## config.mk

```make
export PLATFORM = sky130hd
export DESIGN_NAME = fir_tap_loader
export DESIGN_NICKNAME = d
export VERILOG_FILES = /design/src/rtl/fir_pkg.sv /design/src/rtl/fir_tap_loader.sv
export SDC_FILE = /design/constraint.sdc
export NUM_CORES = 1
export LEC_CHECK = 0
export CORE_MARGIN = 2
export CORE_UTILIZATION = 55
export DETAILED_ROUTE_END_ITERATION = 12
export DONT_BUFFER_PORTS = 1
export PLACE_DENSITY = 0.74
export SLEW_MARGIN = 20
export SYNTH_ARGS = -nofsm -noshare
export SYNTH_HDL_FRONTEND = slang
export SYNTH_SLANG_ARGS = --single-unit
```

## constraint.sdc

```tcl
create_clock -name CLK -period 1.4 [get_ports CLK]
set_input_delay 0.35 -clock CLK [delete_from_list [all_inputs] [get_ports CLK]]
set_output_delay 0.35 -clock CLK [all_outputs]
set_load 0.05 [all_outputs]
```

## src/rtl/fir_pkg.sv

```systemverilog
// Shared FIR definitions: default core geometry and the tap loader state encoding.
package fir_pkg;

   localparam int FIR_DATA_W   = 32;
   localparam int FIR_IDX_W    = 4;
   localparam int FIR_NUM_TAPS = 16;

   typedef enum logic [2:0] {
      IDLE,
      LOAD,
      HOLD,
      GAP,
      DONE
   } tap_ld_state_t;

endpackage

```

## src/rtl/fir_tap_loader.sv

```systemverilog
// Replays a streamed burst of NUM_TAPS coefficients as tap write strobes into the
// FIR core, holding the filter disabled for the duration of the load.
module fir_tap_loader
   import fir_pkg::*;
#(
   parameter int DATA_W      = FIR_DATA_W,
   parameter int IDX_W       = FIR_IDX_W,
   parameter int NUM_TAPS    = FIR_NUM_TAPS,
   parameter int HOLD_CYCLES = 2,
   parameter int GAP_CYCLES  = 1
) (
   input  logic              CLK,
   input  logic              sreset,
   input  logic              start,
   input  logic              abort,
   input  logic              s_valid,
   output logic              s_ready,
   input  logic [DATA_W-1:0] s_data,
   output logic              tap_Transfer,
   output logic [IDX_W-1:0]  tap_Index,
   output logic [DATA_W-1:0] tap_Value,
   output logic              en_FIR,
   output logic              busy,
   output logic              done
);

   localparam int CNT_MAX = (HOLD_CYCLES > GAP_CYCLES) ? HOLD_CYCLES : GAP_CYCLES;
   localparam int CNT_W   = (CNT_MAX > 1) ? $clog2(CNT_MAX) : 1;
   localparam logic [IDX_W-1:0] LAST_IDX = IDX_W'(NUM_TAPS - 1);

   tap_ld_state_t     state_q, state_d;
   logic [IDX_W-1:0]  idx_q, idx_d;
   logic [CNT_W-1:0]  cnt_q, cnt_d;
   logic [DATA_W-1:0] data_q, data_d;
   logic              loading_d;

   // One down-counter is shared by HOLD and GAP; it is reloaded on each entry.
   always_comb begin
      state_d = state_q;
      idx_d   = idx_q;
      cnt_d   = cnt_q;
      data_d  = data_q;
      unique case (state_q)
         IDLE: begin
            if (start) begin
               state_d = LOAD;
               idx_d   = '0;
            end
         end
         LOAD: begin
            if (s_valid && s_ready) begin
               state_d = HOLD;
               data_d  = s_data;
               cnt_d   = CNT_W'(HOLD_CYCLES - 1);
            end
         end
         HOLD: begin
            if (cnt_q == '0) begin
               state_d = GAP;
               cnt_d   = CNT_W'(GAP_CYCLES - 1);
            end else begin
               cnt_d = cnt_q - 1'b1;
            end
         end
         GAP: begin
            if (cnt_q != '0) begin
               cnt_d = cnt_q - 1'b1;
            end else if (idx_q == LAST_IDX) begin
               state_d = DONE;
            end else begin
               state_d = LOAD;
               idx_d   = idx_q + 1'b1;
            end
         end
         DONE:    state_d = IDLE;
         default: state_d = IDLE;
      endcase
      // Abort beats everything, including a start seen in the same IDLE cycle.
      if (abort) state_d = IDLE;
      loading_d = (state_d == LOAD) || (state_d == HOLD) || (state_d == GAP);
   end

   // Outputs are registered from the next state so they line up with the state they describe.
   always_ff @(posedge CLK) begin
      if (sreset) begin
         state_q      <= IDLE;
         idx_q        <= '0;
         cnt_q        <= '0;
         data_q       <= '0;
         tap_Transfer <= 1'b0;
         tap_Index    <= '0;
         tap_Value    <= '0;
         en_FIR       <= 1'b1;
         s_ready      <= 1'b0;
         busy         <= 1'b0;
         done         <= 1'b0;
      end else begin
         state_q      <= state_d;
         idx_q        <= idx_d;
         cnt_q        <= cnt_d;
         data_q       <= data_d;
         tap_Transfer <= (state_d == HOLD);
         tap_Index    <= (state_d == HOLD) ? idx_d : '0;
         tap_Value    <= (state_d == HOLD) ? data_d : '0;
         en_FIR       <= !loading_d;
         s_ready      <= (state_d == LOAD);
         busy         <= loading_d;
         done         <= (state_d == DONE);
      end
   end

endmodule

```

==> results of run 1 <==
-- synthesized netlist by cell type, types with 2 or more instances --
cell      count  area share
a21oi_1       4      0.0074
nand3_1       2      0.0037
nor2b_1       5       0.012
buf_4         3      0.0084
inv_1         4      0.0056
nor3_1        3      0.0056
nor3b_1       2      0.0056
mux2i_1      34        0.13
buf_6         4       0.017
dfxtp_1      81        0.60
clkbuf_1      5      0.0070
nand2_1       3      0.0042
nand2b_1      3      0.0070
nor2_1       71       0.099
-- flip-flops by register name (all words and copies together) (netlist names) --
name and flops:
state_q 3, cnt_q 1, en_FIR 1, done 1, tap_Index 4, idx_q 4
busy 1, tap_Transfer 1, s_ready 1, data_q 32, tap_Value 32
-- cells by family (layout without fill, tap and decap cells) --
logic type      count (synthesis)  in the layout  share of synthesized area
compound gates                 17             17                    0.05850
mux                            34             34                     0.1263
buf+inv                        17             48                    0.03946
flops                          81             81                     0.6017
simple gates                   99             99                     0.1695
fa+ha+maj                       1              1                   0.004642
-- metal layers --
layer | vias to the layer above | share of wire | GRT usage
met1 | 815 | 0.42 | 0.2148
met3 | 7 | 0.089 | 0.08943
met4 | 0 | 0.012 | 0.1051
met5 | - | 0 | 0
li1 | 876 | - | -
met2 | 55 | 0.48 | 0.3016
-- placed cells by master (no fill, tap or decap), types with 2 or more instances in the layout --
cell type / n
dfxtp_1: 75
nor2_1: 61
mux2i_1: 32
buf_4: 21
clkbuf_8: 10
nor2_2: 8
buf_12: 5
inv_1: 4
nor2b_1: 4
dfxtp_2: 4
clkinv_2: 3
mux2i_2: 2
nor3_1: 2
nand2b_1: 2
nor2_4: 2
nand2_1: 2
a21oi_1: 2
nor3b_2: 2
buf_6: 2
dfxtp_4: 2
-- area by class of cell --
| cell class | instances | area (um2) | share of cell area |
|---|---|---|---|
| Timing Repair Buffer | 28 | 280.3 | 0.08466 |
| Multi-Input combinational cell | 151 | 1102 | 0.3330 |
| Clock buffer | 11 | 141.4 | 0.04271 |
| Clock inverter | 5 | 53.80 | 0.01625 |
| Tap cell | 67 | 83.83 | 0.02532 |
| Sequential cell | 81 | 1634 | 0.4936 |
| Inverter | 4 | 15.01 | 0.004535 |
-- power by group --
part | internal (mW) | leakage [nW] | total [mW] | switching [mW]
logic | 0.0418 | 0.681 | 0.0843 | 0.0425
clock network | 0.870 | 0.103 | 1.65 | 0.776
registers | 2.31 | 0.656 | 2.33 | 0.0172
total | 3.22 | 1.44 | 4.06 | 0.836
-- how the worst max path moves through the flow --
stage / startpoint / endpoint
2_1_floorplan: s_ready$_SDFF_PP0_ / tap_Value[24]$_SDFF_PP0_
3_3_place_gp: state_q[1]$_SDFF_PP0_ / tap_Index[2]$_SDFF_PP0_
3_5_place_dp: state_q[0]$_SDFF_PP0_ / tap_Value[29]$_SDFF_PP0_
4_1_cts: idx_q[0]$_SDFF_PP0_ / tap_Index[2]$_SDFF_PP0_
5_1_grt: state_q[0]$_SDFF_PP0_ / tap_Value[29]$_SDFF_PP0_
6_report: state_q[0]$_SDFF_PP0_ / tap_Index[3]$_SDFF_PP0_
-- what timing repair did --
action | in CTS | in global routing
hold buffers | 0 | 0
setup buffers | 2 | 0
cloned | 0 | 0
endpoints found under the setup margin | 66 | 71
pin swaps | 4 | 8
resized for setup | 11 | 22
==> results.yml, run 1 <==
synth:
  synth_cell_type_count: 39
  synth_edf_count: 0
  seq_area_frac_synth: 0.6017
  synth-seq-cells: 81
  synthArstFlopShare: 0
  syn_inst: 249
  synthesis.area_um2: 2695
  synth_flop_cell: "dfxtp_1"
  synth_fp_nets: 287
  syn-mean-instance-area_um2: 10.82
  yosysWarnings: 0
timing:
  rsz0062_at_grt: "yes"
  report.final.slew_viol_count: 0
  hold_violations: 0
  whs_ns: 0.06769
  period_needed_ns: 1.499
  finalSetupViolations: 41
  worstMarginPinSlew_ns: 0.5077
  setup_ws_ns: -0.09870
  setup_tns_ns: -2.895
  max_freq_ghz: 0.6672
  clock_skew_ns: 0.008457
  period_share: 1.070
  maxSlewHeadroom: 0.6611
setup_path:
  crit_path_cell_trace: "or2b_1 -> o211ai_1 -> nand4_4 -> buf_12 -> nor2b_1"
  slowest_delay_ns: 0.35
  cp_max_fo: 8
  timing.critical_path.required_ns: 1.68
  worstReg2RegEnd: "tap_Index[3]$_SDFF_PP0_"
  critPathArrivalTime_ns: 1.78
  slowest_stage: "dfxtp_2"
  reg2reg_depth: 5
  worstSetupPathType: "reg -> reg"
  rrSetupSlack_ns: -0.1
  worst-path-stages: 5
  critPathTopFamily: "simple AND/OR/NAND/NOR gates"
  crit_path_start_kind: "flop"
  cp-end-kind: "flop"
  r2r_start: "state_q[0]$_SDFF_PP0_"
  worst-path-buf-inv: 1
clocking:
  clock_path_buffers: 2
  clk_pin_slew_ns: 0.07
  clk_latency_ns: 0.34
  numCtsBuffers: 9
  cts_tree: "yes"
  cts_root_buf: "clkbuf_8"
  clkSinkCount: 81
  ctsHtreeMaxLevel: 3
global_routing:
  grt-ovfl-total: 0
  track_usage: 0.1913
  grt_start_max_net_pins: 41
  antenna_found_initial: 0
  grt_pass1_wl_mm: 7.769
  grt_pass1_vias: 1711
route:
  wirelength_mm: 5.026
  route.detailed.drc: 0
  first_iter_violations: 46
  vias: 1753
  via_per_inst: 5.052
  drt_pass1_iterations: 4
  ant_nets: 0
  wl_per_cell_um: 14.48
placed_design:
  gp_congestion: 0.7355
  dpl_worst_slack_ns: -0.1399
  portBuffers: 0
  hpwl_mm: 3.346
  dp_cells: 329
  dpl_cell_area_um2: 2982
final_layout:
  final_cells: 347
  fin_nets: 313
  fill_cells: 358
  layout-drive-gt1-share: 0.2893
  n_antenna_cell: 0
  area_growth_pct: 22.84
  fin_util: 0.7009
  stdcell_area_um2: 3311
die:
  die_area_um2: 5476
  core_um2: 4723
  io_pins: 78
  rows: 25
  die_w_um: 74
  fp.dieH_um: 74
  floorplan.initialDensity: 0.5706
pwr:
  ir_worst_vdd_mv: 0.6545
  powerDensity_nw_per_um2: 1226
  power.total_mw: 4.059
  p_leak_nw: 1.441
worst_hold_path:
  min_path_type: "in -> reg"
  hold_depth: 1
  min_from: "abort"
  min_to: "state_q[2]$_SDFF_PP0_"
flow_run:
  cap_viol_max_count: 0
outcome:
  failed_checks: "negative setup slack"
  status: "finished, violations left"
(Power assumes the default switching activity.)
==> run 2, diff against run 1 <==
- CORE_ASPECT_RATIO: unset -> 1.1
- PLACE_DENSITY: 0.74 -> 0.73
==> results.yml, run 2 (synthesized netlist as in run 1, its figures left out) <==
pwr:
  powerDensity_nw_per_um2: 1287
  pwr-share-seq: 0.547
  power_frac_comb: 0.020
  netSwitchingPower_uw: 852.7
  clockPowerShare: 0.434
  ir_worst_vdd_mv: 0.8388
  swShare: 0.2005
  p_leak_nw: 1.435
  intPower_mw: 3.400
die:
  core_um2: 4684
  fp.dieH_um: 77.42
  rows: 26
  die_w_um: 70.75
  die_area_um2: 5477
  io_pins: 78
  floorplan.initialDensity: 0.5753
timing:
  period_share: 1.063
  whs_ns: 0.06398
  setup_ws_ns: -0.08769
  maxSlewHeadroom: 0.6637
  finalSetupViolations: 38
  report.final.slew_viol_count: 0
  clock_skew_ns: 0.005717
  max_freq_ghz: 0.6722
  setup_tns_ns: -2.050
  rsz0062_at_grt: "yes"
  worstMarginPinSlew_ns: 0.5038
  hold_violations: 0
  period_needed_ns: 1.488
worst_hold_path:
  min_path_type: "in -> reg"
global_routing:
  track_usage: 0.1967
  grt_pass1_wl_mm: 8.349
  grt_start_max_net_pins: 41
  grt_pass1_vias: 1787
  antenna_found_initial: 0
  grt-ovfl-total: 0
setup_path:
  critPathArrivalTime_ns: 1.76
  worstSetupPathType: "reg -> reg"
  cp-end-kind: "flop"
  timing.critical_path.required_ns: 1.67
  crit_path_start_kind: "flop"
  cp_max_fo: 21
placed_design:
  dpl_worst_slack_ns: -0.1434
  hpwl_mm: 3.361
  dpl_cell_area_um2: 2935
  portBuffers: 0
  gp_congestion: 0.8836
route:
  wirelength_mm: 5.203
  vias: 1772
  ant_nets: 0
  wl_per_cell_um: 15.53
  first_iter_violations: 57
  via_per_inst: 5.290
  route.detailed.drc: 0
  drt_pass1_iterations: 4
outcome:
  failed_checks: "negative setup slack"
  status: "finished, violations left"
clocking:
  cts_hold_buffers: 0
  numCtsBuffers: 9
  cts_root_buf: "clkbuf_8"
  clk_pin_slew_ns: 0.08
  cts_tree: "yes"
  clkSinkCount: 81
  clk_latency_ns: 0.33
  clock_path_buffers: 2
  ctsHtreeMaxLevel: 3
flow_run:
  cap_viol_max_count: 0
final_layout:
  multi_input_area_um2: 1105
  final_common_cell: "dfxtp_1"
  stdcell_area_um2: 3303
  fill_cells: 391
  layout-drive-gt1-share: 0.2796
  largest_registers: "data_q: 32 flops, tap_Value: 32 flops"
  fin_nets: 313
  ff_latch_area_um2: 1640
  most-common-layout-cells: "dfxtp_1, nor2_1, mux2i_1"
  area_growth_pct: 22.56
  n_antenna_cell: 0
  fin_util: 0.7051
[run 2: final timing paths]
check | from | cells past startpoint | slack, ns | to
setup / recovery | state_q[2]$_SDFF_PP0_ | 5 | -0.09 | tap_Value[30]$_SDFF_PP0_
setup reg to reg | state_q[2]$_SDFF_PP0_ | 5 | -0.09 | tap_Value[30]$_SDFF_PP0_
hold reg to reg | data_q[10]$_SDFF_PP0_ | 2 | 0.49 | data_q[10]$_SDFF_PP0_
hold / removal | abort | 1 | 0.06 | state_q[2]$_SDFF_PP0_
[run 2: worst max-delay path, stage by stage (launching register included)]
cell and delay [ns]:
dfxtp_2 0.37, nor3_1 0.33, o31a_1 0.25, nand4_4 0.16, buf_12 0.20, nor2_1 0.10
[run 2: power groups by stage]
stage | logic [mW] | registers, mW | clock network, mW
2_1_floorplan | 0.0639 | 2.39 | 0
3_3_place_gp | 0.0693 | 2.38 | 0
3_5_place_dp | 0.0701 | 2.39 | 0
4_1_cts | 0.0748 | 2.33 | 1.88
5_1_grt | 0.0899 | 2.33 | 1.97
6_report | 0.0830 | 2.33 | 1.84
[run 2: timing repair]
item,in CTS,in global routing
endpoints found under the setup margin,79,49
gates resized for setup,13,23
pin swaps,1,2
buffers inserted,3,0
[run 2: final cells by class]
class                   count  share of cell area
flip-flops and latches     81              0.4966
well taps                  56             0.02121
clock buffers              11             0.04280
repair buffers             28             0.07727
clock inverters             4             0.02311
inverters                   4            0.004545
multi-input cells         151              0.3345
[run 2: metrics by stage]
step                      std cells  total power [mW]
after global routing            335             4.389
after detailed placement        317             2.456
after global placement          317             2.454
after CTS                       335             4.281
after floorplan                 249             2.452
final                           335             4.252
[run 2: per-layer routing]
| metal | up-vias | GRT usage | share of wire |
|---|---|---|---|
| met4 | 0 | 0.08491 | 0.013 |
| met5 | - | 0 | 0 |
| li1 | 874 | - | - |
| met3 | 7 | 0.07922 | 0.073 |
| met1 | 836 | 0.2299 | 0.41 |
| met2 | 55 | 0.3178 | 0.50 |
